## config.mk

```make
export PLATFORM = sky130hd
export DESIGN_NAME = lcd_ctrl
export DESIGN_NICKNAME = d
export VERILOG_FILES = /design/src/rtl/lcd_pkg.sv /design/src/rtl/lcd_nibble_tx.sv /design/src/rtl/lcd_ctrl.sv
export SDC_FILE = /design/constraint.sdc
export NUM_CORES = 1
export LEC_CHECK = 0
export CORE_MARGIN = 4
export CORE_UTILIZATION = 57
export CTS_CLUSTER_DIAMETER = 150
export CTS_CLUSTER_SIZE = 14
export DETAILED_ROUTE_END_ITERATION = 7
export PLACE_DENSITY = 0.76
export SKIP_LAST_GASP = 1
export SYNTH_ARGS = -nofsm -noshare
export SYNTH_HDL_FRONTEND = slang
export SYNTH_HIERARCHICAL = 1
export SYNTH_SLANG_ARGS = --single-unit
```

## constraint.sdc

```tcl
create_clock -name clk -period 4.8 [get_ports clk]
set_input_delay 0.72 -clock clk [delete_from_list [all_inputs] [get_ports clk]]
set_output_delay 0.72 -clock clk [all_outputs]
set_load 0.005 [all_outputs]
```

## src/rtl/lcd_pkg.sv

```systemverilog
// Shared definitions for the HD44780 4-bit write-only controller:
// FSM state encodings, default timing constants and the counter load helper.
package lcd_pkg;

    localparam int unsigned CNT_W = 20;

    // Default timings in cycles of a 27 MHz clock.
    localparam int unsigned T_PWR_DEF   = 405000;
    localparam int unsigned T_INIT1_DEF = 110700;
    localparam int unsigned T_INIT2_DEF = 2700;
    localparam int unsigned T_SETUP_DEF = 2;
    localparam int unsigned T_E_DEF     = 13;
    localparam int unsigned T_HOLD_DEF  = 2;
    localparam int unsigned T_GAP_DEF   = 27;
    localparam int unsigned T_CMD_DEF   = 1080;
    localparam int unsigned T_CLR_DEF   = 44280;

    typedef enum logic [3:0] {
        ST_PWR_WAIT,
        ST_INIT_NIB,
        ST_INIT_WAIT,
        ST_INIT_BYTES,
        ST_IDLE,
        ST_NIB_HI,
        ST_GAP,
        ST_NIB_LO,
        ST_EXEC_WAIT
    } lcd_state_e;

    typedef enum logic [1:0] {
        NT_IDLE,
        NT_SETUP,
        NT_PULSE,
        NT_HOLD
    } nib_phase_e;

    // A phase lasting t cycles loads t-1 and ends when the counter reads 0,
    // so t=0 still produces a single-cycle phase.
    function automatic logic [CNT_W-1:0] load_val(input int unsigned t);
        if (t == 0) begin
            return '0;
        end
        return CNT_W'(t - 1);
    endfunction

endpackage

```

## src/rtl/lcd_nibble_tx.sv

```systemverilog
// Drives one 4-bit nibble onto the LCD bus: setup with E low, E pulse, hold.
// done_o is asserted on the last hold cycle so the caller can chain phases.
module lcd_nibble_tx
    import lcd_pkg::*;
#(
    parameter int unsigned T_SETUP = T_SETUP_DEF,
    parameter int unsigned T_E     = T_E_DEF,
    parameter int unsigned T_HOLD  = T_HOLD_DEF
) (
    input  logic       clk,
    input  logic       rst,
    input  logic       start_i,
    input  logic       rs_i,
    input  logic [3:0] db_i,
    output logic       done_o,
    output logic       e_o,
    output logic       rs_o,
    output logic [3:0] db_o
);

    nib_phase_e       phase_q, phase_d;
    logic [CNT_W-1:0] cnt_q, cnt_d;
    logic             e_q, e_d;
    logic             rs_q, rs_d;
    logic [3:0]       db_q, db_d;

    always_ff @(posedge clk or posedge rst) begin
        if (rst) begin
            phase_q <= NT_IDLE;
            cnt_q   <= '0;
            e_q     <= 1'b0;
            rs_q    <= 1'b0;
            db_q    <= 4'h0;
        end else begin
            phase_q <= phase_d;
            cnt_q   <= cnt_d;
            e_q     <= e_d;
            rs_q    <= rs_d;
            db_q    <= db_d;
        end
    end

    always_comb begin
        phase_d = phase_q;
        cnt_d   = cnt_q;
        e_d     = e_q;
        rs_d    = rs_q;
        db_d    = db_q;
        done_o  = 1'b0;
        case (phase_q)
            NT_IDLE: begin
                // RS/DB keep their last value while idle.
                if (start_i) begin
                    rs_d    = rs_i;
                    db_d    = db_i;
                    cnt_d   = load_val(T_SETUP);
                    phase_d = NT_SETUP;
                end
            end
            NT_SETUP: begin
                if (cnt_q == '0) begin
                    e_d     = 1'b1;
                    cnt_d   = load_val(T_E);
                    phase_d = NT_PULSE;
                end else begin
                    cnt_d = cnt_q - 1'b1;
                end
            end
            NT_PULSE: begin
                if (cnt_q == '0) begin
                    e_d     = 1'b0;
                    cnt_d   = load_val(T_HOLD);
                    phase_d = NT_HOLD;
                end else begin
                    cnt_d = cnt_q - 1'b1;
                end
            end
            NT_HOLD: begin
                if (cnt_q == '0) begin
                    done_o  = 1'b1;
                    phase_d = NT_IDLE;
                end else begin
                    cnt_d = cnt_q - 1'b1;
                end
            end
            default: phase_d = NT_IDLE;
        endcase
    end

    assign e_o  = e_q;
    assign rs_o = rs_q;
    assign db_o = db_q;

endmodule

```

## src/rtl/lcd_ctrl.sv

```systemverilog
// HD44780 4-bit write-only controller: runs the power-on init sequence, then
// writes one requested byte at a time as two nibbles plus an execution wait.
module lcd_ctrl
    import lcd_pkg::*;
#(
    parameter int unsigned T_PWR   = T_PWR_DEF,
    parameter int unsigned T_INIT1 = T_INIT1_DEF,
    parameter int unsigned T_INIT2 = T_INIT2_DEF,
    parameter int unsigned T_SETUP = T_SETUP_DEF,
    parameter int unsigned T_E     = T_E_DEF,
    parameter int unsigned T_HOLD  = T_HOLD_DEF,
    parameter int unsigned T_GAP   = T_GAP_DEF,
    parameter int unsigned T_CMD   = T_CMD_DEF,
    parameter int unsigned T_CLR   = T_CLR_DEF
) (
    input  logic       clk,
    input  logic       rst,
    input  logic       req_valid,
    input  logic       req_rs,
    input  logic [7:0] req_data,
    output logic       req_ready,
    output logic       init_done,
    output logic       lcd_e,
    output logic       lcd_rw,
    output logic       lcd_rs,
    output logic [3:0] lcd_db
);

    lcd_state_e       state_q, state_d;
    logic [CNT_W-1:0] cnt_q, cnt_d;
    logic             armed_q, armed_d;
    logic [1:0]       nib_idx_q, nib_idx_d;
    logic [2:0]       byte_idx_q, byte_idx_d;
    logic             rs_q, rs_d;
    logic [7:0]       data_q, data_d;
    logic             init_done_q, init_done_d;

    logic             nib_start;
    logic             nib_rs;
    logic [3:0]       nib_db;
    logic             nib_done;
    logic [7:0]       rom_byte;
    logic             is_clr;

    function automatic logic [3:0] init_nib(input logic [1:0] i);
        return (i == 2'd3) ? 4'h2 : 4'h3;
    endfunction

    function automatic logic [CNT_W-1:0] init_wait(input logic [1:0] i);
        case (i)
            2'd0:    return load_val(T_INIT1);
            2'd1:    return load_val(T_INIT2);
            default: return load_val(T_CMD);
        endcase
    endfunction

    // Function set 4-bit/2 lines, display on, clear, entry mode increment.
    function automatic logic [7:0] init_byte(input logic [1:0] i);
        case (i)
            2'd0:    return 8'h28;
            2'd1:    return 8'h0C;
            2'd2:    return 8'h01;
            default: return 8'h06;
        endcase
    endfunction

    lcd_nibble_tx #(
        .T_SETUP (T_SETUP),
        .T_E     (T_E),
        .T_HOLD  (T_HOLD)
    ) u_nib (
        .clk     (clk),
        .rst     (rst),
        .start_i (nib_start),
        .rs_i    (nib_rs),
        .db_i    (nib_db),
        .done_o  (nib_done),
        .e_o     (lcd_e),
        .rs_o    (lcd_rs),
        .db_o    (lcd_db)
    );

    always_ff @(posedge clk or posedge rst) begin
        if (rst) begin
            state_q     <= ST_PWR_WAIT;
            cnt_q       <= '0;
            armed_q     <= 1'b0;
            nib_idx_q   <= 2'd0;
            byte_idx_q  <= 3'd0;
            rs_q        <= 1'b0;
            data_q      <= 8'h00;
            init_done_q <= 1'b0;
        end else begin
            state_q     <= state_d;
            cnt_q       <= cnt_d;
            armed_q     <= armed_d;
            nib_idx_q   <= nib_idx_d;
            byte_idx_q  <= byte_idx_d;
            rs_q        <= rs_d;
            data_q      <= data_d;
            init_done_q <= init_done_d;
        end
    end

    assign rom_byte  = init_byte(byte_idx_q[1:0]);
    // Clear display (0x01) and return home (0x02/0x03) need the long wait.
    assign is_clr    = !rs_q && (data_q[7:2] == 6'd0);
    assign req_ready = (state_q == ST_IDLE) && init_done_q;
    assign init_done = init_done_q;
    assign lcd_rw    = 1'b0;

    always_comb begin
        state_d     = state_q;
        cnt_d       = cnt_q;
        armed_d     = armed_q;
        nib_idx_d   = nib_idx_q;
        byte_idx_d  = byte_idx_q;
        rs_d        = rs_q;
        data_d      = data_q;
        init_done_d = init_done_q;
        nib_start   = 1'b0;
        nib_rs      = 1'b0;
        nib_db      = 4'h0;
        case (state_q)
            ST_PWR_WAIT: begin
                // The counter resets to 0, so the first cycle arms it.
                if ((!armed_q && T_PWR <= 1) || (armed_q && cnt_q == '0)) begin
                    nib_start = 1'b1;
                    nib_db    = init_nib(2'd0);
                    nib_idx_d = 2'd0;
                    state_d   = ST_INIT_NIB;
                end else if (!armed_q) begin
                    armed_d = 1'b1;
                    cnt_d   = load_val(T_PWR - 1);
                end else begin
                    cnt_d = cnt_q - 1'b1;
                end
            end
            ST_INIT_NIB: begin
                if (nib_done) begin
                    cnt_d   = init_wait(nib_idx_q);
                    state_d = ST_INIT_WAIT;
                end
            end
            ST_INIT_WAIT: begin
                if (cnt_q != '0) begin
                    cnt_d = cnt_q - 1'b1;
                end else if (nib_idx_q == 2'd3) begin
                    byte_idx_d = 3'd0;
                    state_d    = ST_INIT_BYTES;
                end else begin
                    nib_idx_d = nib_idx_q + 2'd1;
                    nib_start = 1'b1;
                    nib_db    = init_nib(nib_idx_q + 2'd1);
                    state_d   = ST_INIT_NIB;
                end
            end
            ST_INIT_BYTES: begin
                if (byte_idx_q == 3'd4) begin
                    init_done_d = 1'b1;
                    state_d     = ST_IDLE;
                end else begin
                    rs_d       = 1'b0;
                    data_d     = rom_byte;
                    nib_start  = 1'b1;
                    nib_db     = rom_byte[7:4];
                    byte_idx_d = byte_idx_q + 3'd1;
                    state_d    = ST_NIB_HI;
                end
            end
            ST_IDLE: begin
                if (req_valid && req_ready) begin
                    rs_d      = req_rs;
                    data_d    = req_data;
                    nib_start = 1'b1;
                    nib_rs    = req_rs;
                    nib_db    = req_data[7:4];
                    state_d   = ST_NIB_HI;
                end
            end
            ST_NIB_HI: begin
                if (nib_done) begin
                    cnt_d   = load_val(T_GAP);
                    state_d = ST_GAP;
                end
            end
            ST_GAP: begin
                if (cnt_q == '0) begin
                    nib_start = 1'b1;
                    nib_rs    = rs_q;
                    nib_db    = data_q[3:0];
                    state_d   = ST_NIB_LO;
                end else begin
                    cnt_d = cnt_q - 1'b1;
                end
            end
            ST_NIB_LO: begin
                if (nib_done) begin
                    cnt_d   = is_clr ? load_val(T_CLR) : load_val(T_CMD);
                    state_d = ST_EXEC_WAIT;
                end
            end
            ST_EXEC_WAIT: begin
                if (cnt_q == '0) begin
                    state_d = init_done_q ? ST_IDLE : ST_INIT_BYTES;
                end else begin
                    cnt_d = cnt_q - 1'b1;
                end
            end
            default: state_d = ST_PWR_WAIT;
        endcase
    end

endmodule

```

==> metrics.csv, run 1 <==
stage;metric;value;unit
run_status;outcome;completed;
synth;post-synthesis cell type count;70;
critical_path;Worst Path Arrival;4.25;ns
synth;register area share after synthesis;0.377;
critical_path;crit end category;flip-flop;
cells_and_area;FF/Latch Area;1700;um2
clock_tree;Setup Fix Bufs, Post-CTS;0;
die;core area;7730;um2
sta;Tmin final;3.98;ns
clock_tree;Inserted Clock Buffers;9;
clock_tree;CTS tree;built;
sta;endpoints failing setup;0;
critical_path;R2R setup slack;0.82;ns
routing;initial detailed-routing violation count;335;
sta;setup skew after layout;0.00910;ns
routing;drt wl/cell;16.8;um
clock_tree;H-tree depth;3;
synth;dominant synthesized flop cell;dfrtp_1;
die;io pins;21;
flow_run;max-cap violations;0;
global_route;vias in the first global route;3692;
global_route;initial antenna violation count;0;
synth;Synthesis Warnings;6;
global_route;grt met2 use;0.366;
power_and_ir_drop;power density cells;240;nW/um2
cells_and_area;Layout area overhead;9.51;%
die;site row count;32;
sta;worst setup margin;0.818;ns
critical_path;Worst R2R Path Depth;12;
sta;fin crit share;0.830;
min_path;hold crit path type;flip-flop to flip-flop;
critical_path;Crit Path Max Fanout;20;
placed_design;routability congestion estimate from global placement;0.920;
power_and_ir_drop;peak supply drop;0.000161;V
synth;Cell Area, Synth;4510;um2
sta;Max-Slew Margin vs Limit;0.170;
global_route;largest net degree at the start of global routing;41;
synth;post-synth top area share;0.377;
cells_and_area;FILL cells;637;
routing;total number of vias;3911;
synth;top-count cell post-synth;dfrtp_1;
synth;average size of a mapped cell;8.85;um2
cells_and_area;# diodes;0;
global_route;GR Layer Usage met3;0.0404;
synth;Post-synth ARST share;1.00;
power_and_ir_drop;LEAKAGE;2.14;nW
die;die area;9410;um2
critical_path;CP startpoint;cnt_q[0];
cells_and_area;share of cells above drive strength 1;0.130;
global_route;GR peak layer;met2;
critical_path;required time of the critical path;5.07;ns
placed_design;cell count after placement;609;
routing;DRC viols;0;
sta;Final TNS setup;0;ns
synth;top post-synthesis cells by area;dfrtp_1 (38%), a21oi_1 (5.7%), ha_1 (5.3%);
synth;Post-Syn Instances;510;
placed_design;pre-CTS setup slack;0.887;ns
synth;Yosys reg bits;68;
critical_path;startpoint types;flip-flop;
sta;Final Slew Violations;0;
routing;vias per inst;6.26;
clock_tree;Clock Latency Late Sink;0.35;ns
critical_path;origin of the critical flop-to-flop path;cnt_q[0];
clock_tree;Clock Tree Root;clkbuf_8;
critical_path;Crit Path Class;flip-flop to flip-flop;
clock_tree;cts repair resizes;0;
placed_design;HPWL Detailed;7.21;mm
sta;worst hold slack;0.487;ns
synth;area leader, netlist;dfrtp_1;
critical_path;Worst Setup EP;u_nib/cnt_q[19];
cells_and_area;Non-Filler Instances;625;
cells_and_area;area of the multi-input gates;2570;um2
critical_path;reg2reg end;u_nib/cnt_q[19];
die;starting density of the core;0.584;
sta;Least-Margin Pin Slew;1.24;ns
clock_tree;Reg clk slew, reported paths;0.08;ns
routing;Final ANT Viol Nets;0;
global_route;gr usage total;0.228;
clock_tree;maximum buffer depth of the clock tree;2;
routing;drt total wl;10.5;mm
global_route;M1 GR Usage;0.315;
synth;Commonest cells post-synth;dfrtp_1 (68), nor2_1 (52), a21oi_1 (51);
global_route;first-pass GRT wire length;18.0;mm
synth;EDFF count, synth;0;
synth;post-synth net total;541;
min_path;hold depth;1;
placed_design;Port Buffer Count;19;
sta;Max Clock Freq;251;MHz
die;Die Height;97.0;um
cells_and_area;Final nets;549;
clock_tree;CTS Hold Bufs;0;
sta;Hold Violations, Final;0;
die;die width;97.0;um
global_route;global route overflow;0;
routing;DR pass1 iterations;8;
sta;RSZ-0062 raised after global routing;no;
clock_tree;TritonCTS Sinks;68;
worst max-delay path: stages, from the launching register on:
cell and delay, ns:
dfrtp_1 0.42, inv_1 0.09, ha_1 0.21, nor4b_2 0.53, nand4_1 0.42, nor3_4 0.35
and3_1 0.31, nor2_1 0.07, nand2_1 0.10, nand2b_1 0.16, o21ai_1 0.41, or4_1 0.64
a21oi_1 0.18
cells by family (layout without fill, tap and decap cells):
logic type               after synthesis  in the layout  share of synthesized area
AND/OR/NAND/NOR                      191            191                      0.226
flip-flops                            68             68                      0.377
multiplexers                          13             13                     0.0310
other                                  1              1                   0.000831
AO/OA/AOI/OAI                        171            171                      0.256
XOR/XNOR                               1              1                    0.00194
adder cells (fa/ha/maj)               19             19                     0.0527
buffers and inverters                 46             59                     0.0543
worst min path at each step:
stage	slack [ns]	to	from
3_5_place_dp	0.47	data_q[5]	data_q[5]
2_1_floorplan	0.45	data_q[7]	data_q[7]
5_1_grt	0.51	data_q[5]	data_q[5]
3_3_place_gp	0.46	data_q[5]	data_q[5]
6_report	0.49	data_q[5]	data_q[5]
4_1_cts	0.49	data_q[5]	data_q[5]
cell type report:
class                   count  area share
clock buffers               9      0.0251
flip-flops and latches     68       0.344
multi-input cells         396       0.519
repair buffers             24      0.0461
clock inverters             7      0.0251
inverters                  19      0.0144
well taps                 102      0.0258
layer usage:
metal  vias up  routed length [um]
met5         -                   0
met4         0                 213
met1      1840                4790
li1       1904                   -
met3        26                 558
met2       141                4950
metrics by stage:
step / util / total power, mW / area [um2]
6_report: 0.640 / 1.19 / 4940
3_5_place_dp: 0.608 / 0.606 / 4700
3_3_place_gp: 0.608 / 0.606 / 4700
2_1_floorplan: - / 0.593 / 4510
5_1_grt: 0.640 / 1.23 / 4940
4_1_cts: 0.640 / 1.20 / 4940
power breakdown:
part,switching [mW],internal (mW),total (mW),leakage [nW]
clock,0.245,0.349,0.594,0.120
combinational,0.0133,0.00853,0.0218,1.13
sequential,0,0.572,0.572,0.899
flip-flops by register name, summed over array words and instances (netlist names):
name	count
cnt_q	20
u_nib/cnt_q	20
data_q	8
state_q	4
u_nib/db_o	4
byte_idx_q	3
nib_idx_q	2
u_nib/phase_q	2
armed_q	1
init_done	1
rs_q	1
u_nib/e_o	1
u_nib/rs_o	1
cells in the final DEF (no fill, tap or decap), types with 5 or more instances in the layout:
cell type        netlist  final
nor2_1                52     52
a21oi_1               51     51
nand2_1               39     39
nor2b_1                5      5
a22o_1                 6      6
o21ai_1               12     12
nand3_1                9      9
nand2b_1               7      7
nor4_1                10     10
clkbuf_8               0      9
mux2i_1                5      5
or4_1                 11     11
o21ai_0               19     19
dfrtp_1               68     68
o31ai_1               14     14
or3_1                 11     11
clkdlybuf4s50_1        0     19
ha_1                  19     19
and3_1                 6      6
mux2_2                 7      7
a31oi_1                8      8
inv_1                 18     18
o21ai_2               19     19
nor3_1                17     17
buf_4                  2      5
a21o_1                 7      7
No activity file was read; power rests on OpenSTA's default activity.
==> run 2: changes to the inputs <==
--- a/config.mk
+++ b/config.mk
@@ -6,11 +6,11 @@
 export NUM_CORES = 1
 export LEC_CHECK = 0
 export CORE_MARGIN = 4
-export CORE_UTILIZATION = 57
+export CORE_UTILIZATION = 55
 export CTS_CLUSTER_DIAMETER = 150
 export CTS_CLUSTER_SIZE = 14
 export DETAILED_ROUTE_END_ITERATION = 7
-export PLACE_DENSITY = 0.76
+export PLACE_DENSITY = 0.77
 export SKIP_LAST_GASP = 1
 export SYNTH_ARGS = -nofsm -noshare
 export SYNTH_HDL_FRONTEND = slang
==> constraint.sdc (replaced) <==
create_clock -name clk -period 3.25 [get_ports clk]
set_input_delay 0.4875 -clock clk [delete_from_list [all_inputs] [get_ports clk]]
set_output_delay 0.4875 -clock clk [all_outputs]
set_load 0.005 [all_outputs]
==> run 2 against run 1 <==
- the run now ends with setup timing left
- sequential share of layout area fell by 1.6 points
- sequential power rose by 48%
- power rose by 38%
- cell count rose by 4.5%
- design area rose by 4.8%
- sequential cell count did not move
- worst setup slack got worse by 0.82 ns
- first-iteration DRC count rose by 2.4%
- clock skew rose by 0.0019 ns
- critical endpoint is now u_nib/cnt_q[6]
==> metrics.csv, run 2 (synthesis results as in run 1) <==
stage;metric;value;unit
cells_and_area;commonest cells after routing, fill and taps aside;dfrtp_1 (68), nor2_1 (52), a21oi_1 (48);
critical_path;startpoint types;flip-flop;
global_route;first-pass GRT wire length;17.7;mm
power_and_ir_drop;total internal power;1.29;mW
clock_tree;Clock Tree Root;clkbuf_8;
critical_path;Crit Path Class;flip-flop to flip-flop;
sta;setup skew after layout;0.0110;ns
clock_tree;Inserted Clock Buffers;9;
clock_tree;CTS Hold Bufs;0;
critical_path;Buf/Inv on CP;1;
sta;Tmin final;3.26;ns
sta;RSZ-0062 raised after global routing;yes;
min_path;Hold EP;data_q[5];
die;starting density of the core;0.575;
min_path;hold crit path type;flip-flop to flip-flop;
power_and_ir_drop;combinational power share;0.020;
power_and_ir_drop;LEAKAGE;2.27;nW
global_route;gr usage total;0.219;
sta;worst setup margin;-0.00589;ns
cells_and_area;# diodes;0;
global_route;initial antenna violation count;0;
cells_and_area;Final nets;577;
routing;DRC viols;0;
run_status;outcome;complete, but fails checks;
clock_tree;Clock Latency Late Sink;0.34;ns
clock_tree;CTS tree;built;
clock_tree;H-tree depth;3;
sta;endpoints failing setup;2;
routing;initial detailed-routing violation count;343;
die;io pins;21;
flow_run;max-cap violations;0;
sta;Hold Violations, Final;0;
cells_and_area;Non-Filler Instances;653;
power_and_ir_drop;peak supply drop;0.000221;V
cells_and_area;Layout area overhead;14.7;%
die;die area;9720;um2
critical_path;Worst R2R Path Depth;12;
critical_path;required time of the critical path;3.52;ns
min_path;HP Start;data_q[5];
critical_path;crit-path leading delay family;simple AND/OR/NAND/NOR gates;
power_and_ir_drop;Switch Pwr;350;uW
sta;Final Slew Violations;0;
routing;DR pass1 iterations;5;
global_route;global route overflow;0;
sta;Max-Slew Margin vs Limit;0.427;
placed_design;cell count after placement;630;
critical_path;crit-path cells;or4_4 > or4_4 > nor3_4 > and3_4 > nor2_1 > nand2_1 > nand2b_4 > and3_4 > o21ai_4 > buf_6 > or4_4 > a21oi_2;
die;Die Height;98.6;um
critical_path;largest stage delay on the critical path;0.54;ns
critical_path;origin of the critical flop-to-flop path;cnt_q[14];
critical_path;reg2reg end;u_nib/cnt_q[6];
critical_path;Crit Path Max Fanout;6;
clock_tree;TritonCTS Sinks;68;
sta;fin crit share;1.00;
sta;Least-Margin Pin Slew;0.851;ns
cells_and_area;final design utilization;0.660;
routing;Final ANT Viol Nets;0;
routing;drt wl/cell;16.4;um
clock_tree;Reg clk slew, reported paths;0.07;ns
min_path;hold depth;1;
routing;total number of vias;4055;
routing;vias per inst;6.21;
cells_and_area;share of cells above drive strength 1;0.194;
run_status;failing checks;setup timing;
routing;drt total wl;10.7;mm
sta;Max Clock Freq;307;MHz
placed_design;routability congestion estimate from global placement;0.905;
placed_design;HPWL Detailed;7.55;mm
cells_and_area;FILL cells;651;
critical_path;Worst Path Arrival;3.52;ns
critical_path;slowest CP cell;or4_4;
power_and_ir_drop;Clk network pwr share;0.463;
cells_and_area;Largest regs;cnt_q: 20 flops, u_nib/cnt_q: 20 flops, data_q: 8 flops;
power_and_ir_drop;power density cells;316;nW/um2
power_and_ir_drop;sequential power share;0.516;
critical_path;R2R setup slack;-0.006;ns
die;site row count;32;
clock_tree;maximum buffer depth of the clock tree;2;
die;core area;7850;um2
power_and_ir_drop;switching fraction of total power;0.213;
critical_path;crit end category;flip-flop;
sta;worst hold slack;0.483;ns
global_route;largest net degree at the start of global routing;41;
global_route;vias in the first global route;3820;
placed_design;Port Buffer Count;19;
cells_and_area;most common cell after layout, fill and taps aside;dfrtp_1;
critical_path;most used cell, CP;or4_4;
die;die width;98.6;um
[run 2: layer usage]
layer	GRT usage	up-vias	wire length, um
met4	0.0725	0	159
met2	0.341	127	5070
met3	0.0403	16	527
li1	-	1954	-
met1	0.309	1958	4980
met5	0	-	0
[run 2: worst reg2reg max path: cells and delay by family, from the launching register on]
kind	cells	cell delay, ns
AND/OR/NAND/NOR	9	2.46
flip-flops	1	0.38
AO/OA/AOI/OAI	2	0.22
buffers and inverters	1	0.14
[run 2: per-stage QoR]
step | power [mW] | worst slack, ns | instance area (um2) | setup TNS, ns
floorplan | 0.876 | 0.153 | 4510 | 0
global placement | 0.896 | 0.0948 | 4850 | 0
detailed placement | 0.897 | -0.0459 | 4850 | -0.193
CTS | 1.65 | -0.0555 | 5070 | -0.327
global route | 1.70 | -0.124 | 5180 | -0.488
finish | 1.64 | -0.00589 | 5180 | -0.0108
[run 2: repair_timing]
action                                  4_1_cts  5_1_grt
endpoints found under the setup margin        8       17
gates resized for setup                       0       13
pin swaps                                     0        7
cloned                                        0        1
setup buffers                                 0        6
endpoints found under the hold margin         0        0
[run 2: power by group through the flow]
| stage | sequential (mW) | clock, mW | combinational, mW |
|---|---|---|---|
| after floorplan | 0.862 | 0 | 0.0138 |
| after global placement | 0.862 | 0 | 0.0338 |
| after detailed placement | 0.862 | 0 | 0.0345 |
| after CTS | 0.845 | 0.770 | 0.0345 |
| after global routing | 0.845 | 0.820 | 0.0375 |
| final | 0.845 | 0.759 | 0.0332 |
[run 2: area by class of cell]
type                       count  area, um2  share of cell area
clock buffer                   9        124              0.0239
inverter                      19       71.3              0.0138
tap                          102        128              0.0246
timing repair buffer          52        439              0.0848
sequential                    68       1700               0.329
multi-input combinational    396       2620               0.507
clock inverter                 7       91.3              0.0176
[run 2: worst max path at each step]
stage	startpoint	endpoint	slack, ns	cells after the start
6_report	cnt_q[14]	u_nib/cnt_q[6]	-0.006	12
2_1_floorplan	cnt_q[0]	u_nib/cnt_q[15]	0.15	14
4_1_cts	cnt_q[13]	u_nib/cnt_q[13]	-0.06	10
5_1_grt	cnt_q[14]	u_nib/cnt_q[14]	-0.12	13
3_3_place_gp	cnt_q[13]	u_nib/cnt_q[5]	0.09	11
3_5_place_dp	cnt_q[13]	u_nib/cnt_q[13]	-0.05	10
